$ cat src/rtl/mem_port_arbiter.sv
// mem_port_arbiter: round-robin owner of the unified-memory port shared by cpu0 and cpu1,
// sequencing IDLE -> ISSUE -> WAIT -> DONE with a watchdog on the memory ready.
module mem_port_arbiter #(
  parameter int ADDR_W = 13,
  parameter int TMO_W  = 6
) (
  input  logic              clk,
  input  logic              rst_n,
  input  logic              req_0,
  input  logic              req_1,
  input  logic [1:0]        op_0,
  input  logic [1:0]        op_1,
  input  logic [ADDR_W-1:0] addr_0,
  input  logic [ADDR_W-1:0] addr_1,
  input  logic              mem_rdy,
  output logic              grant_0,
  output logic              grant_1,
  output logic              mem_re,
  output logic              mem_we,
  output logic [ADDR_W-1:0] mem_addr,
  output logic              done_0,
  output logic              done_1,
  output logic              tmo_err
);
  typedef enum logic [1:0] {IDLE, ISSUE, WAIT, DONE} state_t;
  state_t            state;
  logic              last_winner;
  logic [TMO_W-1:0]  wd;
  logic [TMO_W-1:0]  wd_n;
  logic              pick_1;
  logic [1:0]        op_w;
  // cpu1 wins when alone, or on a tie when cpu0 was served last
  assign pick_1 = req_1 & (~req_0 | ~last_winner);
  assign op_w   = pick_1 ? op_1 : op_0;
  assign wd_n   = wd + 1'b1;
  always_ff @(posedge clk or negedge rst_n) begin
    if (!rst_n) begin
      state       <= IDLE;
      last_winner <= 1'b1;
      wd          <= '0;
      grant_0     <= 1'b0;
      grant_1     <= 1'b0;
      mem_re      <= 1'b0;
      mem_we      <= 1'b0;
      mem_addr    <= '0;
      done_0      <= 1'b0;
      done_1      <= 1'b0;
      tmo_err     <= 1'b0;
    end else begin
      case (state)
        IDLE: if (req_0 | req_1) begin
          grant_0  <= ~pick_1;
          grant_1  <= pick_1;
          mem_addr <= pick_1 ? addr_1 : addr_0;
          mem_we   <= op_w == 2'b01;
          mem_re   <= op_w != 2'b01;
          state    <= ISSUE;
        end
        ISSUE: begin
          mem_re <= 1'b0;
          mem_we <= 1'b0;
          wd     <= '0;
          state  <= WAIT;
        end
        WAIT: if (mem_rdy || wd_n == '1) begin
          done_0  <= grant_0;
          done_1  <= grant_1;
          tmo_err <= ~mem_rdy;
          state   <= DONE;
        end else begin
          wd <= wd_n;
        end
        DONE: begin
          last_winner <= grant_1;
          grant_0     <= 1'b0;
          grant_1     <= 1'b0;
          done_0      <= 1'b0;
          done_1      <= 1'b0;
          tmo_err     <= 1'b0;
          state       <= IDLE;
        end
        default: state <= IDLE;
      endcase
    end
  end
endmodule

$ cat config.mk
export PLATFORM = sky130hd
export DESIGN_NAME = mem_port_arbiter
export DESIGN_NICKNAME = d
export VERILOG_FILES = /design/src/rtl/mem_port_arbiter.sv
export SDC_FILE = /design/constraint.sdc
export NUM_CORES = 1
export LEC_CHECK = 0
export ABC_AREA = 0
export CELL_PAD_IN_SITES_DETAIL_PLACEMENT = 0
export CELL_PAD_IN_SITES_GLOBAL_PLACEMENT = 1
export CORE_MARGIN = 4
export CORE_UTILIZATION = 36
export CTS_CLUSTER_DIAMETER = 120
export DETAILED_ROUTE_END_ITERATION = 8
export PLACE_DENSITY = 0.82
export SETUP_SLACK_MARGIN = 0.3
export SLEW_MARGIN = 15
export SYNTH_ARGS = -nofsm -noshare
export SYNTH_HDL_FRONTEND = slang
export SYNTH_SLANG_ARGS = --single-unit
$ cat constraint.sdc
create_clock -name clk -period 3.94 [get_ports clk]
set_clock_uncertainty 0.05 [all_clocks]
set_input_delay 0.591 -clock clk [delete_from_list [all_inputs] [get_ports clk]]
set_output_delay 0.591 -clock clk [all_outputs]
set_load 0.05 [all_outputs]
==> results of run 1 <==
[metrics by stage]
step	hold slack (ns)	util	instance area [um^2]	total power, mW
after floorplan	0.245	-	1550	1.17
after global placement	0.439	0.526	2150	1.46
after detailed placement	0.444	0.526	2150	1.49
after CTS	0.463	0.547	2230	1.74
after global routing	0.483	0.547	2230	1.84
final	0.461	0.547	2230	1.72
[power groups by stage]
stage	clock network [mW]	logic (mW)	registers (mW)
after floorplan	0	0.376	0.793
after global placement	0	0.944	0.516
after detailed placement	0	0.973	0.520
after CTS	0.242	0.973	0.522
after global routing	0.254	1.04	0.542
final	0.232	0.964	0.524
[registers in the layout, indices dropped and copies added (netlist names)]
register / count
done_0: 1
mem_we: 1
mem_addr: 13
mem_re: 1
done_1: 1
grant_1: 1
wd: 6
last_winner: 1
state: 2
tmo_err: 1
grant_0: 1
[synth_stat cells]
cell / n
a21boi_2: 1
a21oi_4: 1
a22o_1: 32
a31oi_1: 1
and4_1: 1
buf_2: 1
buf_4: 1
clkbuf_1: 6
dfrtp_1: 28
dfstp_2: 1
ha_1: 7
inv_1: 5
mux2_1: 1
mux2_2: 1
mux2i_1: 3
nand2_1: 10
nand2b_1: 3
nand3_1: 12
nand3b_1: 2
nor2_1: 7
nor2_2: 1
nor2b_1: 1
nor4_1: 1
o21ai_0: 6
o311ai_1: 2
o31ai_1: 2
o41a_4: 1
o41ai_1: 1
or3_1: 1
xnor2_1: 1
xnor2_2: 1
xor2_1: 1
[area by class of cell]
class | count | area, um^2
Clock buffer | 6 | 72.6
Inverter | 5 | 18.8
Multi-Input combinational cell | 101 | 772
Fill cell | 357 | 1850
Sequential cell | 29 | 727
Tap cell | 50 | 62.6
Clock inverter | 2 | 10.0
Timing Repair Buffer | 58 | 571
[critical path, cell delays in order]
cell	delay (ns)
clkdlybuf4s50_1	0.51
a21boi_2	0.65
nor2_1	0.41
a22o_1	0.28
a22o_1	0.22
[cells in the final DEF, fill, tap and decap left out, types with 2 or more instances in the layout]
cell / Yosys / layout
a22o_1: 32 / 32
buf_4: 1 / 4
clkbuf_8: 0 / 5
clkdlybuf4s50_1: 0 / 54
clkinv_2: 0 / 2
dfrtp_1: 28 / 28
ha_1: 7 / 7
inv_1: 5 / 5
mux2i_1: 3 / 3
nand2_1: 10 / 10
nand2b_1: 3 / 3
nand3_1: 12 / 12
nand3b_1: 2 / 2
nor2_1: 7 / 7
o21ai_0: 6 / 6
o311ai_1: 2 / 2
o31ai_1: 2 / 2
[routing by layer]
metal	global-route usage	vias to the layer above
met5	0	-
met4	0.0664	0
met3	0.0766	10
met2	0.229	65
met1	0.199	634
li1	-	650
[logic make-up (layout without fill, tap and decap cells)]
| logic type | count (synthesis) | count (layout) |
|---|---|---|
| AO/OA/AOI/OAI | 47 | 47 |
| multiplexers | 5 | 5 |
| buffers and inverters | 13 | 71 |
| XOR/XNOR | 3 | 3 |
| AND/OR/NAND/NOR | 39 | 39 |
| adder cells (fa/ha/maj) | 7 | 7 |
| flip-flops | 29 | 29 |
[worst max-delay path by stage]
stage	to	startpoint	slack, ns	cells after the start
4_1_cts	mem_addr[6]	req_1	1.39	5
2_1_floorplan	state[1]	wd[0]	1.95	5
5_1_grt	mem_addr[6]	req_1	1.30	5
3_3_place_gp	mem_addr[6]	req_1	1.25	5
6_report	mem_addr[6]	req_1	1.39	5
3_5_place_dp	mem_addr[6]	req_1	1.09	5
==> impl_metrics.py, run 1 <==
metrics = {
    "routing": {
        "top_layer_used": "met4",
        "ant_nets": 0,
        "wl_met3_um": 379,
        "viasPerCell": 5.41,
        "first_pass_iters": 4,
        "drc_errors": 0,
        "via_count": 1359,
        "wl_met2_um": 1670,
        "drt_iter0_markers": 44,
        "route.final.wire_length_um": 3840,
        "wl_per_cell_um": 15.3,
        "wl_met1_um": 1700,
    },
    "sta": {
        "rsz0062_at_grt": "no",
        "fin_ws_ns": 1.39,
        "fin_crit_sh": 0.648,
        "finalSetupTns_ns": 0,
        "maxSlewViolCount": 0,
        "setup_viol": 0,
        "hold_viol_final": 0,
        "slew_headroom": 0.437,
        "max_freq_mhz": 392,
        "min_period_ns": 2.55,
        "tightestPinTransition_ns": 0.841,
    },
    "grt": {
        "grt_first_pass_wirelength_um": 6510,
        "overflow": 0,
        "antenna_found_initial": 0,
        "grtUsageTotal": 0.158,
        "grt_pass1_vias": 1355,
        "grt_start_max_net_pins": 30,
    },
    "power_and_ir_drop": {
        "p_seq_frac": 0.304,
        "power.share.combinational": 0.561,
        "p_int_uw": 921,
        "clock_power_share": 0.135,
        "p_sw_uw": 800,
        "p_leak_nw": 0.953,
        "peakVddDrop_mv": 0.435,
        "swShare": 0.465,
        "power.density_mw_per_mm2": 770,
    },
    "layout": {
        "antenna_cells": 0,
        "drive_above_1_share": 0.0896,
        "nets": 242,
        "syn2layout_area_growth_pct": 43.8,
        "final_cells": 251,
    },
    "cts": {
        "clkTransAtPathRegs_ns": 0.06,
        "cts.repair.resized": 0,
        "post-cts-setup-buffer-count": 0,
        "root_buffer": "clkbuf_8",
        "htree_num_levels": 2,
        "cts_buffers": 5,
        "clkLatencyLatePin_ns": 0.28,
        "cts_tree": "done",
        "clk_path_buf_depth": 2,
        "cts_sinks": 29,
        "holdBufCountCts": 0,
    },
    "setup_path": {
        "crit_required_ns": 4.05,
        "cp.arrival_ns": 2.67,
        "reg2reg_slack_ns": 1.81,
        "critPathKind": "input port to flop",
        "timing.rr.start": "wd[0]",
        "cp-end-kind": "flop",
        "startpoint_type": "input port",
        "path_max_fanout": 17,
        "worst_r2r_endpoint": "state[1]",
        "reg2regPathDepth": 5,
    },
    "synthesis": {
        "syn-num-nets": 185,
        "synth_largest_area_cell": "dfrtp_1",
        "synth_area_mm2": 0.00155,
        "synth-simple-area-share": 0.123,
        "synth_seq_cells": 29,
        "synth_top_cell_area_share": 0.451,
        "yosysUniqueCellTypes": 32,
        "synth-compound-area-share": 0.262,
        "synth_xor_area_frac": 0.0218,
        "ys_seq_area_frac": 0.468,
        "muxShareOfSynthArea": 0.0338,
        "syn_avg_cell_area_um2": 10.9,
        "synth_cells": 143,
        "yosysWarnings": 0,
        "ys_top_cells_by_area": "dfrtp_1 (45%), a22o_1 (18%), ha_1 (5.6%), nand3_1 (3.9%), nand2_1 (2.4%)",
        "synth-adder-area-share": 0.0564,
        "synth_top_family_by_area": "compound AO/OA/AOI/OAI gates",
    },
    "worst_hold_path": {
        "hp-start": "mem_addr[3]",
        "min_to": "mem_addr[3]",
        "hold_path_class": "flop to flop",
        "min_path_cells": 1,
    },
    "place": {
        "hpwl_um": 2860,
        "portBuffers": 54,
        "pre_cts_ws_ns": 1.09,
        "gp_congestion": 0.721,
        "dpl.cell_count": 243,
    },
    "run": {
        "max-cap-violations": 0,
    },
    "die": {
        "initial_core_util": 0.380,
        "die_h_um": 73.7,
        "die_w_um": 73.7,
        "io_pins": 55,
        "die_area_mm2": 0.00543,
        "design.core.area_mm2": 0.00409,
        "rows": 23,
    },
    "outcome": {
        "status": "completed",
    },
}
Power figures use the tool's default switching activity.
==> run 2: changes to the inputs <==
--- a/config.mk
+++ b/config.mk
@@ -9,10 +9,10 @@
 export CELL_PAD_IN_SITES_DETAIL_PLACEMENT = 0
 export CELL_PAD_IN_SITES_GLOBAL_PLACEMENT = 1
 export CORE_MARGIN = 4
-export CORE_UTILIZATION = 36
+export CORE_UTILIZATION = 30
 export CTS_CLUSTER_DIAMETER = 120
 export DETAILED_ROUTE_END_ITERATION = 8
-export PLACE_DENSITY = 0.82
+export PLACE_DENSITY = 0.73
 export SETUP_SLACK_MARGIN = 0.3
 export SLEW_MARGIN = 15
 export SYNTH_ARGS = -nofsm -noshare
==> constraint.sdc (replaced) <==
create_clock -name clk -period 2.2 [get_ports clk]
set_clock_uncertainty 0.05 [all_clocks]
set_input_delay 0.33 -clock clk [delete_from_list [all_inputs] [get_ports clk]]
set_output_delay 0.33 -clock clk [all_outputs]
set_load 0.05 [all_outputs]
==> impl_metrics.py, run 2 (synthesis gave the netlist of run 1 again) <==
metrics = {
    "sta": {
        "slew_headroom": 0.643,
        "fin_crit_sh": 0.864,
        "rsz0062_at_grt": "yes",
        "maxSlewViolCount": 0,
        "hold_viol_final": 0,
        "max_freq_mhz": 526,
        "fin_hold_ws_ns": 0.382,
        "min_period_ns": 1.90,
        "tightestPinTransition_ns": 0.534,
        "setup_viol": 0,
        "finalSetupTns_ns": 0,
        "fin_ws_ns": 0.299,
    },
    "layout": {
        "final_cells": 273,
        "largest_reg_flops": 13,
        "multi_input_area_um2": 830,
        "nets": 248,
        "utilization": 0.485,
        "seqCellArea_um2": 731,
        "drive_above_1_share": 0.165,
        "regMostFlops": "mem_addr",
        "syn2layout_area_growth_pct": 52.3,
        "reg_top3": "mem_addr (13), wd (6), state (2)",
        "fillers": 477,
        "fin_area_mm2": 0.00236,
        "final_cell_mix": "clkdlybuf4s50_1 (51), a22o_1 (32), dfrtp_1 (25)",
        "antenna_cells": 0,
        "layout_commonest_cell": "clkdlybuf4s50_1",
    },
    "cts": {
        "clkLatencyLatePin_ns": 0.27,
        "cts_tree": "done",
        "clk_path_buf_depth": 2,
        "root_buffer": "clkbuf_8",
        "cts_sinks": 29,
        "cts_buffers": 5,
        "clkTransAtPathRegs_ns": 0.06,
        "htree_num_levels": 2,
        "holdBufCountCts": 0,
    },
    "place": {
        "gp_congestion": 0.728,
        "hpwl_um": 2920,
        "pre_cts_ws_ns": 0.142,
        "portBuffers": 54,
        "placed_cell_area_mm2": 0.00220,
        "dpl.cell_count": 263,
    },
    "routing": {
        "first_pass_iters": 4,
        "drc_errors": 0,
        "wl_per_cell_um": 14.2,
        "drt_iter0_markers": 77,
        "route.final.wire_length_um": 3880,
        "via_count": 1352,
        "viasPerCell": 4.95,
        "ant_nets": 0,
    },
    "outcome": {
        "status": "completed",
    },
    "die": {
        "io_pins": 55,
        "design.core.area_mm2": 0.00488,
        "die_area_mm2": 0.00639,
        "die_h_um": 79.9,
        "rows": 25,
        "initial_core_util": 0.318,
        "die_w_um": 79.9,
    },
    "grt": {
        "overflow": 0,
        "grt_start_max_net_pins": 30,
        "antenna_found_initial": 0,
        "grt_first_pass_wirelength_um": 6450,
        "grt_pass1_vias": 1393,
        "grtUsageTotal": 0.127,
    },
    "worst_hold_path": {
        "hold_path_class": "input port to async pin",
    },
    "run": {
        "max-cap-violations": 0,
    },
    "setup_path": {
        "path_max_fanout": 4,
        "cp.arrival_ns": 2.01,
        "startpoint_type": "flop",
        "cp-end-kind": "flop",
        "critPathKind": "flop to flop",
        "crit_required_ns": 2.31,
    },
    "power_and_ir_drop": {
        "peakVddDrop_mv": 0.710,
        "power.density_mw_per_mm2": 1350,
        "p_leak_nw": 1.00,
        "finalPower_mw": 3.19,
    },
}
[run 2: cell count changes in the layout (fill, tap and decap cells not counted), sizes merged]
| cell | previous run | this run |
|---|---|---|
| buf | 4 | 10 |
| clkdlybuf4s50 | 54 | 51 |
| clkinv | 2 | 0 |
| dlygate4sd2 | 0 | 2 |
| clkbuf | 6 | 7 |
| dlymetal6s2s | 0 | 1 |
[run 2: timing repair]
| item | in CTS | in global routing |
|---|---|---|
| setup endpoints to repair | 3 | 23 |
| gates resized for setup | 3 | 12 |
| setup buffers | 1 | 2 |
| pin swaps | 1 | 1 |
[run 2: path summary, 6_finish.rpt]
check | from | endpoint | slack (ns) | depth (start not counted)
worst max register to register | wd[0] | state[1] | 0.30 | 6
worst max-delay path | wd[0] | state[1] | 0.30 | 6
min in group clk | mem_addr[10] | mem_addr[10] | 0.45 | 1
max in group asynchronous | rst_n | last_winner | 1.40 | 2
worst min-delay path | rst_n | done_0 | 0.38 | 2
worst min register to register | mem_addr[10] | mem_addr[10] | 0.45 | 1
[run 2: worst max-delay path, stage by stage, from the launching register on]
cell and delay (ns):
dfrtp_2 0.42, buf_4 0.16, ha_4 0.17, xnor2_2 0.15, o41a_4 0.38, a21oi_4 0.14
mux2_1 0.32
[run 2: where the power goes]
group          leakage [nW]  switching, mW  total (mW)  internal, mW
combinational         0.591           1.08        1.82         0.733
sequential            0.366          0.178       0.936         0.758
clock                0.0443          0.190       0.438         0.248
total                  1.00           1.45        3.19          1.74
[run 2: area by class of cell]
class,instances,share of cell area
inverters,5,0.00794
flip-flops and latches,29,0.309
well taps,67,0.0354
clock buffers,7,0.0365
multi-input cells,101,0.351
repair buffers,64,0.260
[run 2: routing by layer]
metal  wire length [um]  GRT usage  vias to the layer above
li1                   -          -                      664
met1               1730      0.159                      631
met2               1740      0.195                       52
met3                364     0.0485                        5
met4                 51     0.0490                        0
met5                  0          0                        -
==> run 3: changes to the inputs <==
--- a/config.mk
+++ b/config.mk
@@ -8,7 +8,7 @@
 export ABC_AREA = 0
 export CELL_PAD_IN_SITES_DETAIL_PLACEMENT = 0
 export CELL_PAD_IN_SITES_GLOBAL_PLACEMENT = 1
-export CORE_MARGIN = 4
+export CORE_MARGIN = 5
 export CORE_UTILIZATION = 30
 export CTS_CLUSTER_DIAMETER = 120
 export DETAILED_ROUTE_END_ITERATION = 8
==> impl_metrics.py, run 3 (synthesis gave the netlist of run 1 again) <==
metrics = {
    "outcome": {
        "status": "completed",
    },
    "layout": {
        "fin_area_mm2": 0.00242,
        "antenna_cells": 0,
        "fillers": 478,
        "syn2layout_area_growth_pct": 55.8,
        "final_cells": 280,
        "drive_above_1_share": 0.195,
        "largest_reg_flops": 13,
        "reg_top3": "mem_addr (13), wd (6), state (2)",
        "layout_commonest_cell": "clkdlybuf4s50_1",
        "utilization": 0.477,
        "regMostFlops": "mem_addr",
        "final_cell_mix": "clkdlybuf4s50_1 (51), a22o_1 (32), dfrtp_1 (25)",
        "nets": 252,
    },
    "sta": {
        "setup_viol": 0,
        "fin_hold_ws_ns": 0.388,
        "max_freq_mhz": 511,
        "hold_viol_final": 0,
        "rsz0062_at_grt": "yes",
        "fin_crit_sh": 0.889,
        "tightestPinTransition_ns": 0.538,
        "finalSetupTns_ns": 0,
        "slew_headroom": 0.641,
        "maxSlewViolCount": 0,
        "min_period_ns": 1.96,
    },
    "die": {
        "initial_core_util": 0.306,
        "die_area_mm2": 0.00671,
        "die_h_um": 81.9,
        "design.core.area_mm2": 0.00507,
        "io_pins": 55,
        "die_w_um": 81.9,
        "rows": 26,
    },
    "grt": {
        "grtUsageTotal": 0.137,
        "grt_first_pass_wirelength_um": 6890,
        "met3_usage": 0.0647,
        "grt_use_met2": 0.221,
        "grt_pass1_vias": 1463,
        "grt_util_met1": 0.153,
        "antenna_found_initial": 0,
        "overflow": 0,
        "grt_start_max_net_pins": 30,
        "grt-busiest-layer": "met2",
    },
    "routing": {
        "route.final.wire_length_um": 4390,
        "wl_per_cell_um": 15.7,
        "first_pass_iters": 4,
        "viasPerCell": 5.05,
        "drc_errors": 0,
        "drt_iter0_markers": 74,
        "ant_nets": 0,
        "via_count": 1414,
    },
    "place": {
        "placed_cell_area_mm2": 0.00219,
        "gp_congestion": 0.832,
        "portBuffers": 54,
        "dpl.cell_count": 265,
        "hpwl_um": 3050,
    },
    "cts": {
        "clkTransAtPathRegs_ns": 0.07,
        "holdBufCountCts": 0,
        "cts_tree": "done",
        "root_buffer": "clkbuf_8",
        "clkLatencyLatePin_ns": 0.28,
        "cts_sinks": 29,
        "htree_num_levels": 2,
        "cts_buffers": 5,
        "clk_path_buf_depth": 2,
    },
    "run": {
        "max-cap-violations": 0,
    },
    "setup_path": {
        "cp-end-kind": "flop",
        "startpoint_type": "flop",
        "path_cells": "buf_6, ha_4, nand3_2, o41a_4, a21oi_4, mux2_4",
        "critPathKind": "flop to flop",
        "path_max_fanout": 4,
        "cp_top_family": "compound AO/OA/AOI/OAI gates",
        "crit_required_ns": 2.31,
        "slowest_delay_ns": 0.53,
        "cp.arrival_ns": 2.06,
        "critPathSlowestCell": "o41a_4",
        "cp_num_buf_inv": 1,
    },
    "power_and_ir_drop": {
        "power.density_mw_per_mm2": 1370,
        "peakVddDrop_mv": 0.517,
        "p_leak_nw": 1.03,
    },
    "worst_hold_path": {
        "hold_path_class": "input port to async pin",
    },
}
## run 3: timing repair
action | CTS | global route
pin swaps | 1 | 2
resized for setup | 4 | 17
setup endpoints to repair | 3 | 24
buffers inserted | 4 | 4
cloned | 0 | 0
## run 3: path summary, 6_finish.rpt
kind | startpoint | end | slack (ns) | cells past startpoint
max | wd[1] | state[1] | 0.24 | 6
min | rst_n | wd[2] | 0.39 | 2
min in group clk | mem_addr[6] | mem_addr[6] | 0.45 | 1
max in group asynchronous | rst_n | last_winner | 1.39 | 2
min reg2reg | mem_addr[6] | mem_addr[6] | 0.45 | 1
max reg2reg | wd[1] | state[1] | 0.24 | 6
## run 3: stage by stage
step / power [mW] / setup WS, ns
global route: 3.49 / 0.223
floorplan: 2.09 / 0.330
CTS: 3.20 / 0.256
global placement: 2.66 / 0.0806
detailed placement: 2.70 / 0.0363
finish: 3.31 / 0.245
## run 3: power by group
part | total (mW) | internal (mW) | switching, mW | leakage [nW]
combinational | 1.91 | 0.798 | 1.11 | 0.614
sequential | 0.948 | 0.758 | 0.191 | 0.366
clock | 0.447 | 0.248 | 0.199 | 0.0443
## run 3: area by class of cell
| type | instances | area [um^2] | share of cell area |
|---|---|---|---|
| repair buffers | 68 | 653 | 0.270 |
| inverters | 5 | 18.8 | 0.00776 |
| well taps | 70 | 87.6 | 0.0362 |
| multi-input cells | 101 | 843 | 0.349 |
| clock buffers | 7 | 86.3 | 0.0357 |
| flip-flops and latches | 29 | 731 | 0.302 |
## run 3: metal layers
metal,vias to the layer above,part of all wire
li1,670,-
met1,675,0.42
met2,60,0.47
met3,9,0.093
met4,0,0.019
met5,-,0
## run 3: worst register-to-register path, stage by stage, from the launching register on
cell and delay (ns):
dfrtp_2 0.43, buf_6 0.13, ha_4 0.12, nand3_2 0.10
o41a_4 0.53, a21oi_4 0.15, mux2_4 0.31
